<file path="src/rtl/spart_tx_bridge_if.sv">
// CPU SPART store bus: one-cycle store strobe with address and data.
// No handshake; the consumer must take or drop every strobe in the cycle it arrives.
interface spart_tx_bridge_if;
    logic        spart_wrt_en;
    logic [31:0] spart_wrt_add;
    logic [31:0] spart_wrt_data;

    modport master (output spart_wrt_en, output spart_wrt_add, output spart_wrt_data);
    modport slave  (input  spart_wrt_en, input  spart_wrt_add, input  spart_wrt_data);
endinterface

</file>
<file path="src/rtl/spart_tx_bridge.sv">
// SPART store decoder feeding a byte FIFO and an 8N1 UART serializer (8E1 with SPART_TX_PARITY_EN).
// Latency: byte stored at edge N into an empty idle bridge drives the start bit from edge N+1.
// Backpressure: never stalls the CPU; stores that do not fit are dropped and flag sticky overflow.
module spart_tx_bridge #(
    parameter int unsigned DEPTH     = 16,
    parameter int unsigned BAUD_DIV  = 434,
    parameter logic [31:0] ADDR_TXB  = 32'h0000_C000,
    parameter logic [31:0] ADDR_TXW  = 32'h0000_C004,
    parameter logic [31:0] ADDR_CTRL = 32'h0000_C008
) (
    input  logic                     clk,
    input  logic                     rst,
    spart_tx_bridge_if.slave         bus,
    output logic                     txd,
    output logic                     tx_busy,
    output logic [$clog2(DEPTH):0]   fifo_count,
    output logic                     overflow
);
    localparam int AW = $clog2(DEPTH);
    localparam int CW = AW + 1;
    localparam int BW = $clog2(BAUD_DIV);
    localparam logic [CW-1:0] LIM_B  = CW'(DEPTH - 1);
    localparam logic [CW-1:0] LIM_W  = CW'(DEPTH - 4);
    localparam logic [BW-1:0] RELOAD = BW'(BAUD_DIV - 1);

`ifdef SPART_TX_PARITY_EN
    typedef enum logic [2:0] {S_IDLE, S_START, S_DATA, S_PARITY, S_STOP} state_t;
`else
    typedef enum logic [2:0] {S_IDLE, S_START, S_DATA, S_STOP} state_t;
`endif

    logic [7:0]    mem [DEPTH];
    logic [AW-1:0] wr_ptr, rd_ptr;
    logic [CW-1:0] count;
    state_t        state;
    logic [BW-1:0] baud_cnt;
    logic [2:0]    bit_idx;
    logic [7:0]    shift;

    logic          hit_b, hit_w, hit_ctrl, acc_b, acc_w, drop, bit_end, pop;
    logic [CW-1:0] push_n;

    // Space checks use the registered count only, so a same-cycle pop never makes room.
    always_comb begin
        hit_b    = bus.spart_wrt_en && (bus.spart_wrt_add == ADDR_TXB);
        hit_w    = bus.spart_wrt_en && (bus.spart_wrt_add == ADDR_TXW);
        hit_ctrl = bus.spart_wrt_en && (bus.spart_wrt_add == ADDR_CTRL);
        acc_b    = hit_b && (count <= LIM_B);
        acc_w    = hit_w && (count <= LIM_W);
        drop     = (hit_b && !acc_b) || (hit_w && !acc_w);
        push_n   = acc_w ? CW'(4) : (acc_b ? CW'(1) : '0);
        bit_end  = (baud_cnt == '0);
        pop      = (count != '0) && ((state == S_IDLE) || ((state == S_STOP) && bit_end));
    end

    always_ff @(posedge clk) begin
        if (acc_b) begin
            mem[wr_ptr] <= bus.spart_wrt_data[7:0];
        end
        if (acc_w) begin
            for (int k = 0; k < 4; k++) begin
                mem[wr_ptr + AW'(k)] <= bus.spart_wrt_data[8*k +: 8];
            end
        end
    end

    always_ff @(posedge clk or negedge rst) begin
        if (!rst) begin
            wr_ptr   <= '0;
            rd_ptr   <= '0;
            count    <= '0;
            overflow <= 1'b0;
        end else begin
            wr_ptr <= wr_ptr + AW'(push_n);
            if (pop) begin
                rd_ptr <= rd_ptr + AW'(1);
            end
            count <= count + push_n - CW'(pop);
            if (drop) begin
                overflow <= 1'b1;
            end else if (hit_ctrl && bus.spart_wrt_data[0]) begin
                overflow <= 1'b0;
            end
        end
    end

    always_ff @(posedge clk or negedge rst) begin
        if (!rst) begin
            state    <= S_IDLE;
            txd      <= 1'b1;
            baud_cnt <= '0;
            bit_idx  <= '0;
            shift    <= '0;
        end else begin
            if (!bit_end) begin
                baud_cnt <= baud_cnt - BW'(1);
            end
            case (state)
                S_IDLE: begin
                    txd <= 1'b1;
                    if (pop) begin
                        shift    <= mem[rd_ptr];
                        txd      <= 1'b0;
                        baud_cnt <= RELOAD;
                        state    <= S_START;
                    end
                end
                S_START: begin
                    if (bit_end) begin
                        bit_idx  <= '0;
                        txd      <= shift[0];
                        baud_cnt <= RELOAD;
                        state    <= S_DATA;
                    end
                end
                S_DATA: begin
                    if (bit_end) begin
                        baud_cnt <= RELOAD;
                        if (bit_idx == 3'd7) begin
`ifdef SPART_TX_PARITY_EN
                            txd   <= ^shift;
                            state <= S_PARITY;
`else
                            txd   <= 1'b1;
                            state <= S_STOP;
`endif
                        end else begin
                            bit_idx <= bit_idx + 3'd1;
                            txd     <= shift[bit_idx + 3'd1];
                        end
                    end
                end
`ifdef SPART_TX_PARITY_EN
                S_PARITY: begin
                    if (bit_end) begin
                        txd      <= 1'b1;
                        baud_cnt <= RELOAD;
                        state    <= S_STOP;
                    end
                end
`endif
                S_STOP: begin
                    if (bit_end) begin
                        // Back-to-back frames: go straight to the next start bit.
                        if (pop) begin
                            shift    <= mem[rd_ptr];
                            txd      <= 1'b0;
                            baud_cnt <= RELOAD;
                            state    <= S_START;
                        end else begin
                            txd   <= 1'b1;
                            state <= S_IDLE;
                        end
                    end
                end
                default: begin
                    txd   <= 1'b1;
                    state <= S_IDLE;
                end
            endcase
        end
    end

    assign fifo_count = count;
    assign tx_busy    = (state != S_IDLE) || (count != '0);

endmodule

</file>
<file path="src/flat_wrapper.sv">
// flat-port wrapper written by rule: the top's interface ports become plain ports
module spart_tx_bridge_flat 
#(
    parameter int unsigned DEPTH     = 16,
    parameter int unsigned BAUD_DIV  = 434,
    parameter logic [31:0] ADDR_TXB  = 32'h0000_C000,
    parameter logic [31:0] ADDR_TXW  = 32'h0000_C004,
    parameter logic [31:0] ADDR_CTRL = 32'h0000_C008
)
  (clk, rst, txd, tx_busy, fifo_count, overflow, bus_spart_wrt_en, bus_spart_wrt_add, bus_spart_wrt_data);
  spart_tx_bridge_if bus_i ();
  input  logic clk;
  input  logic rst;
  output logic txd;
  output logic tx_busy;
  output logic [$clog2(DEPTH):0] fifo_count;
  output logic overflow;
  input wire logic [$bits(bus_i.spart_wrt_en)-1:0] bus_spart_wrt_en;
  input wire logic [$bits(bus_i.spart_wrt_add)-1:0] bus_spart_wrt_add;
  input wire logic [$bits(bus_i.spart_wrt_data)-1:0] bus_spart_wrt_data;
  assign bus_i.spart_wrt_en = bus_spart_wrt_en;
  assign bus_i.spart_wrt_add = bus_spart_wrt_add;
  assign bus_i.spart_wrt_data = bus_spart_wrt_data;
  spart_tx_bridge #(.DEPTH(DEPTH), .BAUD_DIV(BAUD_DIV), .ADDR_TXB(ADDR_TXB), .ADDR_TXW(ADDR_TXW), .ADDR_CTRL(ADDR_CTRL)) u_core (.clk(clk), .rst(rst), .bus(bus_i), .txd(txd), .tx_busy(tx_busy), .fifo_count(fifo_count), .overflow(overflow));
endmodule
</file>
<file path="config.mk">
export PLATFORM = sky130hd
export DESIGN_NAME = spart_tx_bridge_flat
export DESIGN_NICKNAME = d
export VERILOG_FILES = /design/src/rtl/spart_tx_bridge_if.sv /design/src/rtl/spart_tx_bridge.sv /design/src/flat_wrapper.sv
export SDC_FILE = /design/constraint.sdc
export NUM_CORES = 1
export LEC_CHECK = 0
export BUFFER_PORTS_ARGS = -buffer_cell sky130_fd_sc_hd__buf_2
export CAP_MARGIN = 10
export CELL_PAD_IN_SITES_DETAIL_PLACEMENT = 0
export CELL_PAD_IN_SITES_GLOBAL_PLACEMENT = 2
export CORE_MARGIN = 8
export CORE_UTILIZATION = 41
export DETAILED_ROUTE_END_ITERATION = 16
export PLACE_DENSITY = 0.88
export RECOVER_POWER = 25
export SETUP_SLACK_MARGIN = 0.2
export SYNTH_ARGS = -nofsm -noshare
export SYNTH_HDL_FRONTEND = slang
export SYNTH_SLANG_ARGS = --single-unit
</file>
<file path="constraint.sdc">
create_clock -name clk -period 4 [get_ports clk]
set_clock_uncertainty 0.15 [all_clocks]
set_input_delay 0.4 -clock clk [delete_from_list [all_inputs] [get_ports clk]]
set_output_delay 0.4 -clock clk [all_outputs]
set_load 0.03 [all_outputs]
</file>
# --- Word-level counts from Yosys, hierarchy flattened ---
# Memory sizes are Yosys's and may differ from the RTL's.
# Index checks and enable logic that the tools add are counted.
totals:
  reg_bits: 38
  latchBits: 0
  ramBits: 128
  mem_bits_ro: 0
  wordCells: 99
  n_memories: 1
memory_table:
  columns: ["memory", "words", "width", "rd", "rd_clocked_by_memory_dff", "write_ports", "line_no", "text"]
  rows:
  - ["u_core.mem", 16, 8, 1, 0, 4, "spart_tx_bridge.sv:32", "logic [7:0] mem [DEPTH];"]
classes:
  addsub: 9
  multipliers: 0
  n_div: 0
  magnitude_cmp: 3
  eq_ne: 13
  shifts: 0
  n_mux: 36
  bitwise: 1
  reduce_logical: 27
op_table:
  columns: ["cell", "count"]
  rows:
  - ["$eq 32x16->1 const B", 3]
  - ["$mux 9", 4]
  - ["$pmux 9 s3", 1]
  - ["$mux 3", 8]
  - ["$mux 8", 3]
  - ["$pmux 8 s2", 1]
  - ["$mux 1", 14]
  - ["$pmux 3 s4", 1]
  - ["$le 5x4->1 const B", 2]
  - ["$logic_and 1x1->1", 10]
  - ["$ne 2x1->1 const B", 5]
  - ["$logic_not 9->1", 1]
  - ["$sub 9x1->9 const B", 1]
  - ["$add 4x1->4 const B", 2]
  - ["$add 4x2->4 const B", 2]
  - ["$eq 3x2->1 const B", 2]
  - ["$pmux 3 s2", 1]
  - ["$reduce_bool 2->1", 3]
  - ["$add 5x5->5", 1]
  - ["$mux 5", 1]
  - ["$reduce_and 5->1", 1]
  - ["$reduce_bool 5->1", 1]
  - ["$sub 5x1->5", 1]
  - ["$add 4x4->4", 1]
  - ["16 further kinds", 19]

# --- Logic depth before layout (Yosys ltp) ---
# Gate-level depths: netlist of the first run.
depth:
  ltp_word: 7
  depth_mapped: 16
  mapped_depth_nobuf: 15

# --- Least setup slack after synthesis of the first run ---
# Ideal clock, no wire load.
synth_timing:
  kind: "flip-flop to flip-flop"
  startpoint: "register u_core.count[4], in the netlist u_core.fifo_count[4]"
  endpoint: "register u_core.count[4], in the netlist u_core.fifo_count[4]"
  setup_time_ns: 0.080
  arrival_time_ns: 3.098
  required_ns: 3.770
  setup_slack_ns: 0.672
  stages_incl_launch_ff: 17
  path_buffers: 4
  cell_sequence: "dfrtp_1 -> inv_1 -> ha_1 -> and2_1 -> clkbuf_1 -> a21o_1 -> buf_6 -> buf_12 -> nor3_2 -> buf_2 -> nand2b_1 -> ha_1 -> inv_1 -> ha_1 -> a21o_1 -> a21oi_1 -> xnor2_1"
synth_between:
  elab_chain_len: 6
  elab_cells_between_ends: 10
  classes_between: "2 x add/sub; 2 x order compare; 2 x mux; 4 x reduce/logical"
synth_lines:
  columns: ["element", "line_no", "text"]
  rows:
  - ["start, declared", "spart_tx_bridge.sv:34", "logic [CW-1:0] count;"]
  - ["start signal, assigned", "spart_tx_bridge.sv:78", "count <= count + push_n - CW'(pop);"]
  - ["$le 5x4->1", "spart_tx_bridge.sv:48", "acc_b = hit_b && (count <= LIM_B);"]
  - ["$logic_and 1x1->1", "spart_tx_bridge.sv:48", null]
  - ["$mux 1", "spart_tx_bridge.sv:51", "push_n = acc_w ? CW'(4) : (acc_b ? CW'(1) : '0);"]
  - ["$mux 5", "spart_tx_bridge.sv:51", null]
  - ["$add 5x5->5", "spart_tx_bridge.sv:78", null]
  - ["$sub 5x1->5 *", "spart_tx_bridge.sv:78", null]
# Every way passes the cells marked *; elsewhere a longest branch is shown, timed or not.
# A chain may end at the register's enable or synchronous reset.

==> run metrics, run 1 <==
Worst VDD drop 0.000276 V; DR vias 11,800; worst hold margin 0.185 ns; Adder-Cell Fraction of Synth Area 2.33%; clk sinks 165; clk buf depth 2; Antenna Nets Post-Route 0; worst skew pair latency 0.45 ns; EDFF count, synth 128; RSZ-0062 raised after global routing false; grt total ovfl 0; crit path time final 3.65 ns; H-tree depth 4; final wirelength 51,000 um; Hold Fails Final Rpt 0; Synth Area in Compound Gates 19.7%; Power Dens Cells 283 nW/um^2; syn_area_per_cell 10.0 um^2; first-pass GRT wire length 75,700 um; crit-path max FO 26; total CTS buffers 17; period utilization 91.2%; ys async rst share 22.4%; post-synth top area cell edfxtp_1; layout cells sized above 1 21.7%; CP Data Arrival Time 3.61 ns; vias in the first global route 11,500; setup_tns 0 ns; Final Max Slew Viols 38; ANT cells 0; Crit Path Category reg -> reg; Yosys top cell area share 30.4%; Hold WC Path Type in -> reg; Root Driver clkbuf_16; failing checks max-capacitance violations, max-slew violations; synthesized area 12,700 um^2; via density per instance 6.90; ys flop type edfxtp_1; Synth cell types 82; Rows 64; CP Buf/Inv Count 2; Area contributors post-synth edfxtp_1 30%, mux4_2 7.5%, dfrtp_1 7.1%; area delta synth->final 11.9%; Final Util 46.4%; Initial Util 41.5%; Residual DRC 0; main combinational cell family by area after synthesis compound AO/OA/AOI/OAI gates; Post-DP HPWL 37,600 um; global-route usage over all layers 27.7%; measured slew at the worst slew-check pin 2.26 ns; CP Data Required Time 3.97 ns; Synth Net Count 1,355; critical path's slowest cell nor4_1; core area 30,500 um^2; Port Buf Inserts 74; DP Cell Count 1,679; Mapped Cells 1,265; Yosys reg bits 165; Ys Warns 0; critical path capture point type register; Reg clk slew, reported paths 0.09 ns; number of I/O pins 75; critical path, cell by cell inv_1 -> ha_1 -> and2_0 -> a21o_1 -> buf_4 -> nor4_1 -> or3_1 -> o21ai_0; count of final setup violators 0; pin count of the biggest net entering global routing 38; max cap viols 1; drt initial violations 1,594; max frequency 0.274 GHz; Final GP Congestion 0.983; startpoint type of the worst setup path register; post-synthesis mux area share 14.4%; fillers 2,848; Pleak 5.43 nW; XOR/XNOR Fraction of Synth Area 1.25%; CP delay by family, top simple AND/OR/NAND/NOR gates; DR pass1 iterations 6; Die ar. 36,800 um^2; sequential share of the synthesized area 37.7%; Die W 192 um; Die H 192 um; initial antenna violation count 2; drt wl/cell 29.8 um; outcome finished, violations left; Cell Count, Final, Fillers Out 1,713; Post-Synth Simple-Gate Area 19.2%; Worst slew margin -50.8%; nets 1,394; CP max stage delay 0.82 ns; CTS tree done
[kinds of logic (layout without fill, tap and decap cells)]
| logic type | after synthesis | in the layout |
|---|---|---|
| mux | 126 | 126 |
| xor+xnor | 18 | 18 |
| simple gates | 429 | 429 |
| buf+inv | 162 | 214 |
| compound gates | 342 | 342 |
| flops | 165 | 165 |
| fa+ha+maj | 23 | 23 |
[path summary, 6_finish.rpt]
| kind | start | end | slack (ns) | cells after the start |
|---|---|---|---|---|
| setup / recovery | u_core.fifo_count[4] | u_core.mem[7][0] | 0.35 | 8 |
| hold / removal | bus_spart_wrt_add[2] | u_core.overflow | 0.18 | 3 |
| setup reg to reg | u_core.fifo_count[4] | u_core.mem[7][0] | 0.35 | 8 |
| hold reg to reg | u_core.shift[1] | u_core.shift[1] | 0.36 | 1 |
| max in group asynchronous | rst | u_core.rd_ptr[0] | 1.23 | 2 |
| min in group asynchronous | rst | u_core.wr_ptr[2] | 1.02 | 2 |
[cell usage in the layout, fill, tap and decap left out, types with 35 or more instances in the layout]
cell type,instances
buf_4,63
edfxtp_1,128
a211oi_1,35
buf_2,66
o21ai_0,57
inv_1,38
nand2_1,66
mux2i_1,57
mux4_2,42
a21oi_1,44
o22ai_1,47
nor2_1,158
dfrtp_1,35
[synthesized netlist by cell type, types with 3 or more instances]
cell type and number:
nor2_1 159, edfxtp_1 128, clkbuf_1 68, nand2_1 66
mux2i_1 57, o21ai_0 57, o22ai_1 47, a21oi_1 44
mux4_2 42, inv_1 38, dfrtp_1 36, a211oi_1 35
buf_2 28, nand4_1 28, mux2_2 27, nor3_1 27
nor4_1 27, nand3_1 24, a221oi_1 23, ha_1 22
buf_1 20, o211ai_1 20, or3_1 19, and4_1 17
a41o_1 16, a41oi_1 16, o32a_1 16, o41ai_1 16
o221a_2 15, nor4_4 13, a21o_1 11, xnor2_1 11
xor2_1 7, a311oi_1 5, nand2b_1 5, nor3_2 4
or4_1 4, buf_6 3, nand2_4 3, nor4b_1 3
[cell type report]
cell class	instances	area (um^2)	share of cell area, %
Clock buffer	17	425	3.00
Clock inverter	15	220	1.55
Inverter	39	146	1.03
Multi-Input combinational cell	938	7220	51.0
Sequential cell	165	4770	33.7
Tap cell	396	495	3.50
Timing Repair Buffer	143	878	6.20
[flip-flops by register name (all words and copies together) (netlist names)]
| name | cells |
|---|---|
| u_core.wr_ptr | 4 |
| u_core.mem | 128 |
| u_core.baud_cnt | 9 |
| u_core.bit_idx | 3 |
| u_core.fifo_count | 5 |
| u_core.overflow | 1 |
| u_core.rd_ptr | 4 |
| u_core.shift | 8 |
| u_core.state | 2 |
| u_core.txd | 1 |
[through the flow]
stage	area (um^2)	setup slack (ns)	total power, mW
after floorplan	12700	0.672	2.09
after global placement	13500	0.521	2.26
after detailed placement	13500	0.483	2.26
after CTS	14200	0.449	4.01
after global routing	14200	0.226	4.10
final	14200	0.354	4.01
[per-layer routing]
layer / vias up / global-route usage [%] / wire length [um]
li1: 5111 / - / -
met1: 5705 / 35.6 / 19900
met2: 810 / 43.3 / 23000
met3: 193 / 6.10 / 5300
met4: 4 / 14.0 / 2840
met5: - / 0 / 19
[what timing repair did]
action	CTS	global route
hold endpoints to repair	36	0
buffers inserted	0	0
resized for setup	0	1
hold buffers	1	0
endpoints found under the setup margin	0	5
[worst register-to-register path, delay by kind of cell, from the launching register on]
family	cells	cell delay [ns]
adder cells (fa/ha/maj)	1	0.18
AND/OR/NAND/NOR	3	1.35
flip-flops	1	0.47
AO/OA/AOI/OAI	2	0.70
buffers and inverters	2	0.47
[report_power, final]
group          internal, mW  switching (mW)
clock                 0.925           0.846
combinational         0.121           0.274
sequential             1.85       0.0000145
total                  2.89            1.12
Power figures use the tool's default switching activity.
==> run 2, diff against run 1 <==
ABC_AREA = 1   (was default)
CORE_UTILIZATION = 36   (was 41)
==> run 2 against run 1 <==
  * The run still ends with max-capacitance violations, max-slew violations left
  * Flip-flop and latch count stayed put
  * Critical endpoint is now u_core.fifo_count[4]
  * Clock power hardly changed
  * Clock-buffer cell count is 1 higher
  * Core utilization is 6.2 points lower
  * Critical path depth is 7 higher
  * Global-route usage hardly changed
  * Maximum frequency is 4.3% higher
  * Register-to-register slack better by 0.15 ns
  * Critical path type unchanged
  * Combinational power is 6.6% lower
  * Setup slack better by 0.15 ns
  * Total power is 1.2% lower
  * Hold slack worse by 0.0069 ns
==> run metrics, run 2 <==
syn_area_per_cell 7.00 um^2 (was 10.0 um^2); synthesized area 12,800 um^2 (was 12,700 um^2); pin count of the biggest net entering global routing 116 (was 38); grt total ovfl 0 (unchanged); Die H 205 um (was 192 um); drt wl/cell 25.5 um (was 29.8 um); drt initial violations 1,725 (was 1,594); final wirelength 59,300 um (was 51,000 um); max cap viols 1 (unchanged); Hold WC Path Type in -> reg (unchanged); nets 1,943 (was 1,394); ANT cells 0 (unchanged); Yosys top cell area share 30.0% (was 30.4%); sequential share of the synthesized area 37.3% (was 37.7%); initial antenna violation count 3 (was 2); measured slew at the worst slew-check pin 2.25 ns (was 2.26 ns); Adder-Cell Fraction of Synth Area 2.31% (was 2.33%); CTS tree done (unchanged); Residual DRC 0 (unchanged); Post-synth top cells 390 x nand2_1, 227 x nor2_1, 205 x nand3_1, 185 x a21oi_1, 168 x nand4_1 (was 159 x nor2_1, 128 x edfxtp_1, 68 x clkbuf_1, 66 x nand2_1); ys flop type edfxtp_1 (unchanged); commonest non-fill, non-tap cells in the layout 390 x nand2_1, 230 x nor2_1, 206 x nand3_1, 186 x a21oi_1, 168 x nand4_1 (was 158 x nor2_1, 128 x edfxtp_1, 66 x nand2_1, 66 x buf_2, 63 x buf_4); commonest non-fill, non-tap cell in the layout nand2_1 (was nor2_1); Initial Util 36.2% (was 41.5%); outcome finished, violations left (unchanged); setup_tns 0 ns (unchanged); DR vias 14,300 (was 11,800); setup bufs post-CTS 0 (unchanged); period utilization 87.4% (was 91.2%); largest register by flop count u_core.mem (unchanged); Root Driver clkbuf_16 (unchanged); main combinational cell family by area after synthesis simple AND/OR/NAND/NOR gates (was compound AO/OA/AOI/OAI gates); failing checks max-capacitance violations, max-slew violations (unchanged); Post-Synth Simple-Gate Area 37.7% (was 19.2%); Synth Net Count 1,918 (was 1,355); Synth cell types 43 (was 82); core area 35,300 um^2 (was 30,500 um^2); global-route usage over all layers 27.7% (about the same); CP Data Required Time 4.23 ns (was 3.97 ns); Ys Warns 0 (unchanged); vias in the first global route 13,200 (was 11,500); Worst slew margin -50.3% (was -50.8%); Power Dens Cells 279 nW/um^2 (was 283 nW/um^2); crit path time final 3.50 ns (was 3.65 ns); count leader, synth nand2_1 (was nor2_1); Post-DP HPWL 40,500 um (was 37,600 um); clk buf depth 2 (unchanged); critical path capture point type register (unchanged); Crit Path Category reg -> reg (unchanged); CP Data Arrival Time 3.72 ns (was 3.61 ns); Die W 205 um (was 192 um); total CTS buffers 17 (unchanged); Worst VDD drop 0.000300 V (was 0.000276 V); Hold Fails Final Rpt 0 (unchanged); DR pass1 iterations 8 (was 6); Synth Area in Compound Gates 14.5% (was 19.7%); post-synth top area cell edfxtp_1 (unchanged); max frequency 0.286 GHz (was 0.274 GHz); Final Util 40.3% (was 46.4%); H-tree depth 4 (unchanged); Final Max Slew Viols 38 (unchanged); Rows 69 (was 64); register area 4770 um^2 (unchanged); post-synthesis mux area share 0% (was 14.4%); startpoint type of the worst setup path register (unchanged); Yosys reg bits 165 (unchanged); ys async rst share 22.4% (unchanged); top flop regs u_core.mem (128), u_core.baud_cnt (9), u_core.shift (8) (unchanged); fillers 3,689 (was 2,848); clk sinks 165 (unchanged); Die ar. 41,800 um^2 (was 36,800 um^2); crit-path max FO 9 (was 26); Multi-input gate area 7100 um^2 (was 7220 um^2); worst skew pair latency 0.46 ns (was 0.45 ns); Final GP Congestion 0.985 (was 0.983); first-pass GRT wire length 86,600 um (was 75,700 um); Antenna Nets Post-Route 0 (unchanged); EDFF count, synth 128 (unchanged); XOR/XNOR Fraction of Synth Area 1.03% (was 1.25%); Mapped Cells 1,828 (was 1,265); count of final setup violators 0 (unchanged); via density per instance 6.16 (was 6.90); Area contributors post-synth edfxtp_1 30%, nand2_1 11%, nand4_1 8.2% (was edfxtp_1 30%, mux4_2 7.5%, dfrtp_1 7.1%); area delta synth->final 11.1% (was 11.9%); Pleak 5.76 nW (was 5.43 nW); max FFs per register 128 (unchanged); Reg clk slew, reported paths 0.08 ns (was 0.09 ns); number of I/O pins 75 (unchanged); Port Buf Inserts 74 (unchanged); RSZ-0062 raised after global routing false (unchanged); layout cells sized above 1 10.7% (was 21.7%)
run 2: final timing paths:
path / from / to / slack (ns) / cells past startpoint
max in group asynchronous: rst / u_core.rd_ptr[0] / 1.22 / 2
hold reg to reg: u_core.bit_idx[2] / u_core.bit_idx[2] / 0.34 / 2
hold / removal: bus_spart_wrt_add[2] / u_core.overflow / 0.18 / 4
setup reg to reg: u_core.baud_cnt[0] / u_core.fifo_count[4] / 0.50 / 15
setup / recovery: u_core.baud_cnt[0] / u_core.fifo_count[4] / 0.50 / 15
min in group asynchronous: rst / u_core.baud_cnt[5] / 1.03 / 2
run 2: layer usage:
| layer | up-vias | share of wire [%] | wire, um | track usage [%] |
|---|---|---|---|---|
| met2 | 955 | 43 | 25400 | 41.5 |
| met4 | 4 | 5.8 | 3440 | 14.6 |
| met5 | - | 0.039 | 23 | 0 |
| met3 | 210 | 11 | 6500 | 5.87 |
| li1 | 6485 | - | - | - |
| met1 | 6671 | 40 | 24000 | 37.0 |
run 2: cells by family after synthesis:
logic type	Yosys count
xor+xnor	15
buf+inv	232
fa+ha+maj	23
flops	165
compound gates	345
simple gates	1048
run 2: area by class of cell:
type / count / share of cell area [%]
inverters: 121 / 3.23
clock inverters: 14 / 1.14
flip-flops and latches: 165 / 33.6
clock buffers: 18 / 3.09
repair buffers: 117 / 4.96
well taps: 461 / 4.06
multi-input cells: 1431 / 49.9
run 2: where the power goes:
group	internal [mW]	switching (mW)
sequential	1.85	0.00000847
clock	0.955	0.793
combinational	0.0865	0.284
run 2: what timing repair did:
| action | 4_1_cts | 5_1_grt |
|---|---|---|
| gates resized for setup | 0 | 0 |
| hold buffers | 1 | 0 |
| endpoints found under the hold margin | 36 | 0 |
run 2: stage by stage:
step                      power (mW)  instances  hold WS, ns  area [um^2]  setup WS, ns
after floorplan                 2.05       1828      -0.0456        12800          1.16
after global placement          2.24       2294        0.323        13600         0.795
after detailed placement        2.24       2294        0.336        13600         0.708
after CTS                       3.95       2327        0.172        14300         0.689
after global routing            4.04       2327        0.260        14200         0.305
final                           3.97       2327        0.178        14200         0.504
run 2: critical path, stage by stage, from the launching register on:
cell and delay [ns]:
dfrtp_1 0.40, inv_1 0.12, ha_1 0.15, inv_1 0.04, nor3_1 0.16, nand3_1 0.28, nand2_1 0.19, nand3_2 0.21
inv_1 0.31, ha_1 0.29, inv_1 0.06, ha_1 0.16, inv_1 0.06, fa_1 0.43, o21ai_0 0.25, xor2_1 0.17
